## src/rtl/fabric_tag_arbiter.sv

```systemverilog
// Round-robin arbiter merging NUM_IN untagged streams into one registered,
// tagged output stream; each word carries the index of the input it came from.
module fabric_tag_arbiter #(
  parameter int NUM_IN     = 4,
  parameter int DATA_WIDTH = 32,
  parameter int TAG_WIDTH  = 4
) (
  input  logic                            clk,
  input  logic                            rst_n,
  input  logic [NUM_IN-1:0]               cfg_in_mask,
  input  logic [NUM_IN-1:0]               in_valid,
  output logic [NUM_IN-1:0]               in_ready,
  input  logic [NUM_IN*DATA_WIDTH-1:0]    in_data,
  output logic                            out_valid,
  input  logic                            out_ready,
  output logic [DATA_WIDTH+TAG_WIDTH-1:0] out_data
);

  localparam int PTR_W = (NUM_IN > 1) ? $clog2(NUM_IN) : 1;
  localparam int OUT_W = DATA_WIDTH + TAG_WIDTH;

  if ((NUM_IN < 2) || (NUM_IN > 16)) begin : g_bad_num_in
    $fatal(1, "COMP_TAG_ARB_NUM_IN: NUM_IN=%0d outside 2..16", NUM_IN);
  end
  if (DATA_WIDTH < 1) begin : g_bad_data_width
    $fatal(1, "COMP_TAG_ARB_DATA_WIDTH: DATA_WIDTH=%0d must be >= 1", DATA_WIDTH);
  end
  if (TAG_WIDTH < PTR_W) begin : g_bad_tag_width
    $fatal(1, "COMP_TAG_ARB_TAG_WIDTH: TAG_WIDTH=%0d too narrow for NUM_IN=%0d", TAG_WIDTH, NUM_IN);
  end

  logic                  out_valid_r;
  logic [OUT_W-1:0]      out_data_r;
  logic [PTR_W-1:0]      rr_ptr_r;
  logic [NUM_IN-1:0]     elig_s;
  logic                  load_ok_s;
  logic                  found_s;
  logic                  grant_s;
  logic [PTR_W-1:0]      win_idx_s;

  // Index arithmetic modulo NUM_IN, used for the search order and pointer advance.
  function automatic logic [PTR_W-1:0] wrap_add(input logic [PTR_W-1:0] base, input int off);
    int sum_v;
    sum_v = int'(base) + off;
    if (sum_v >= NUM_IN) begin
      sum_v = sum_v - NUM_IN;
    end else begin
      sum_v = sum_v;
    end
    return PTR_W'(sum_v);
  endfunction

  assign elig_s    = in_valid & cfg_in_mask;
  assign load_ok_s = !out_valid_r || out_ready;

  // Round-robin search; walking offsets downward lets the closest eligible input win.
  always_comb begin
    found_s   = 1'b0;
    win_idx_s = {PTR_W{1'b0}};
    for (int k = NUM_IN - 1; k >= 0; k--) begin
      found_s   = found_s | elig_s[wrap_add(rr_ptr_r, k)];
      win_idx_s = elig_s[wrap_add(rr_ptr_r, k)] ? wrap_add(rr_ptr_r, k) : win_idx_s;
    end
  end

  assign grant_s = load_ok_s && found_s && !rst_n;

  // One-hot ready toward the winning requester, held at zero during reset.
  always_comb begin
    in_ready = {NUM_IN{1'b0}};
    if (grant_s) begin
      in_ready = NUM_IN'(1'b1) << win_idx_s;
    end else begin
      in_ready = {NUM_IN{1'b0}};
    end
  end

  // Output register and round-robin pointer; a grant may replace a word draining this edge.
  always_ff @(posedge clk) begin
    if (rst_n) begin
      out_valid_r <= 1'b0;
      out_data_r  <= {OUT_W{1'b0}};
      rr_ptr_r    <= {PTR_W{1'b0}};
    end else if (grant_s) begin
      out_valid_r <= 1'b1;
      out_data_r  <= {TAG_WIDTH'(win_idx_s), in_data[int'(win_idx_s)*DATA_WIDTH +: DATA_WIDTH]};
      rr_ptr_r    <= wrap_add(win_idx_s, 1);
    end else if (out_ready) begin
      out_valid_r <= 1'b0;
    end else begin
      out_valid_r <= out_valid_r;
    end
  end

  assign out_valid = out_valid_r;
  assign out_data  = out_data_r;

endmodule

```

## config.mk

```make
export PLATFORM = sky130hd
export DESIGN_NAME = fabric_tag_arbiter
export DESIGN_NICKNAME = d
export VERILOG_FILES = /design/src/rtl/fabric_tag_arbiter.sv
export SDC_FILE = /design/constraint.sdc
export NUM_CORES = 1
export LEC_CHECK = 0
export ABC_AREA = 1
export BUFFER_PORTS_ARGS = -buffer_cell sky130_fd_sc_hd__clkbuf_2
export CELL_PAD_IN_SITES_DETAIL_PLACEMENT = 0
export CELL_PAD_IN_SITES_GLOBAL_PLACEMENT = 1
export CORE_ASPECT_RATIO = 0.7
export CORE_MARGIN = 5
export CORE_UTILIZATION = 24
export CTS_CLUSTER_SIZE = 14
export DETAILED_ROUTE_END_ITERATION = 8
export PLACE_DENSITY_LB_ADDON = 0.08
export RECOVER_POWER = 25
export SLEW_MARGIN = 30
export SYNTH_ARGS = -nofsm -noshare
export SYNTH_HDL_FRONTEND = slang
export SYNTH_SLANG_ARGS = --single-unit
```

## constraint.sdc

```tcl
create_clock -name clk -period 1.7 [get_ports clk]
set_input_delay 0.34 -clock clk [delete_from_list [all_inputs] [get_ports clk]]
set_output_delay 0.34 -clock clk [all_outputs]
set_load 0.005 [all_outputs]
```

==> impl_metrics.py <==
metrics = {
    "die": {
        "pin_count": 180,
        "rows": 32,
        "die_w_um": 136,
        "start_util": 0.243,
        "coreArea_um2": 10900,
        "die_y_um": 97.9,
        "die_area_um2": 13300,
    },
    "synthesis": {
        "avgSynthCellArea_um2": 6.06,
        "yosys-top-cells-area": "nand3_1 (38%), dfxtp_1 (28%), nand2_1 (17%)",
        "synth_compound_area_frac": 0.0137,
        "syn_area_um2": 2650,
        "ys_seq_area_frac": 0.280,
        "ys.warnings.count": 0,
        "synth_area_leader_cell": "nand3_1",
        "yosysTopAreaCellShare": 0.380,
        "muxShareOfSynthArea": 0,
        "synth_top_family_by_area": "simple AND/OR/NAND/NOR gates",
        "synthSimpleGateAreaFrac": 0.585,
        "synth_fa_ha_area_frac": 0,
        "post_synth_xor_area_fraction": 0.00662,
        "synthDistinctLibCells": 22,
        "yosys_register_bits": 37,
        "postSynthCellCount": 437,
    },
    "worst_setup_path": {
        "worst_ep_required_time_ns": 1.36,
        "critPathKind": "reg2out",
        "arrival_ns": 1.73,
        "critPathMaxFanout": 7,
        "startpoint_type": "register",
        "endpoint_kind": "output pin",
    },
    "sta": {
        "period_share": 1.21,
        "worst_slack_ns": -0.365,
        "max_freq_ghz": 0.484,
        "rsz0062_at_grt": "true",
        "finalHoldViolations": 0,
        "setup_viol": 38,
        "skew_ns": 0.00280,
        "finalCriticalPeriod_ns": 2.07,
        "final-max-slew-violation-count": 0,
    },
    "grt": {
        "grt_max_degree": 35,
        "antenna_found_initial": 0,
        "grtUsageTotal": 0.178,
        "grt_pass1_vias": 3652,
        "grtUsageMet3": 0.0525,
        "grt_pass1_wl_mm": 19.2,
        "grt_overflow": 0,
        "grt_use_met2": 0.277,
        "grtUsageMet1": 0.250,
        "grt-busiest-layer": "met2",
    },
    "finish": {
        "final_cells": 784,
        "fin_util": 0.411,
        "post-route-cell-area_um2": 4470,
        "area_growth_syn_to_layout_pct": 69.0,
        "seqCellArea_um2": 746,
        "drive_above_1_share": 0.435,
        "layout_common_cells": "nand3_1 (192), clkbuf_2 (167), nand2_1 (103)",
        "fill_cells": 1185,
        "nNetsFinal": 769,
        "final_common_cell": "nand3_1",
        "multi_input_area_um2": 1780,
    },
    "place": {
        "post_dp_cell_area_um2": 3750,
        "dpl.hpwl_mm": 8.36,
        "portBuffers": 177,
        "place.gp.congestion": 0.819,
        "dpl.cell_count": 756,
    },
    "clocking": {
        "clkSlewWorstSetupHoldPaths_ns": 0.05,
        "cts_buffer_depth": 2,
        "cts_hold_buf": 0,
        "cts.sinks": 37,
        "clkLatencyLatePin_ns": 0.27,
        "htreeDepth": 2,
        "root_buffer": "clkbuf_16",
        "numCtsBuffers": 5,
        "tritoncts": "built",
    },
    "route": {
        "drt_wl_total_mm": 12.1,
        "antenna_left": 0,
        "routedWlPerCell_um": 15.5,
        "vias": 3663,
        "drt_first_pass_iters": 4,
        "vias_per_cell": 4.67,
        "drc": 0,
        "drt_iter0_markers": 167,
    },
    "pwr": {
        "power.leakage_nw": 2.39,
        "vdd_drop_max_v": 0.000861,
        "p_per_area_nw_per_um2": 2290,
    },
    "outcome": {
        "violations": "negative setup slack",
        "status": "finished with violations",
    },
    "worst_hold_path": {
        "holdCritPathClass": "in2reg",
    },
    "job": {
        "maxCapViolations": 0,
    },
}
[critical path: stages (launching register included)]
cell and delay (ns):
dfxtp_4 0.44, inv_8 0.06, o21ai_4 0.17, nand2_2 0.10
nand3_4 0.09, nand2_2 0.07, nand2_4 0.08, nand2_4 0.07
nor2_4 0.11, nand2_2 0.08, inv_2 0.07, buf_6 0.09
[cell usage after synthesis, drive strengths merged]
cell,count
nand3,205
dfxtp,37
clkbuf,7
nor2,7
xnor2,1
nand2,125
a21oi,2
conb,1
o21ai,3
inv,13
o31ai,1
clkinv,1
xor2,1
buf,33
[power by group]
group / total [mW] / internal [mW] / leakage (nW) / switching (mW)
combinational: 7.86 / 3.75 / 2.02 / 4.11
sequential: 1.49 / 1.25 / 0.308 / 0.242
clock: 0.906 / 0.575 / 0.0700 / 0.331
total: 10.3 / 5.57 / 2.39 / 4.68
[registers in the layout (all words and copies together), names as in the netlist]
| name | count |
|---|---|
| rr_ptr_r | 2 |
| out_data | 34 |
| out_valid | 1 |
[layer usage]
| layer | part of all wire | up-vias |
|---|---|---|
| li1 | - | 1865 |
| met1 | 0.47 | 1677 |
| met2 | 0.45 | 117 |
| met3 | 0.077 | 4 |
| met4 | 0.0054 | 0 |
| met5 | 0 | - |
[layout make-up]
class	count	share of cell area
inverters	14	0.0145
flip-flops and latches	37	0.167
well taps	153	0.0428
repair buffers	225	0.345
multi-input cells	347	0.398
diodes	1	0.000559
clock buffers	7	0.0319
[through the flow]
step                      hold slack, ns  power (mW)  worst slack [ns]  setup TNS [ns]
after CTS                          0.274        10.0            -0.355           -9.97
after global routing               0.290        11.1            -0.479          -13.73
final                              0.291        10.3            -0.365           -8.73
after detailed placement           0.461        7.05            -0.222           -6.72
after floorplan                    0.409        5.36          -0.00682        -0.00682
after global placement             0.458        7.03            -0.188           -5.65
[cells by family (layout without fill, tap and decap cells)]
group	after synthesis	count (layout)
AOI/OAI and AO/OA	6	6
and+or+nand+nor	337	337
buffers and inverters	54	246
other	1	3
DFF	37	37
xor gates and xnor gates	2	2
[final timing paths]
check                       startpoint                        end  slack (ns)  cells past startpoint
max           rr_ptr_r[0]$_SDFFE_PP0P_                in_ready[2]       -0.37                     11
min                              rst_n  out_data[33]$_SDFFE_PP0P_        0.29                      2
max reg2reg   rr_ptr_r[0]$_SDFFE_PP0P_  out_data[23]$_SDFFE_PP0P_       -0.29                     14
min reg2reg  out_data[17]$_SDFFE_PP0P_  out_data[17]$_SDFFE_PP0P_        0.47                      2
[repair_timing]
item	CTS	global route
pin swaps	15	18
gates resized for setup	47	27
setup buffers	11	6
endpoints found under the setup margin	40	40
cloned	8	0
endpoints found under the hold margin	0	0
Note: power is estimated with default switching activity, not from simulation.
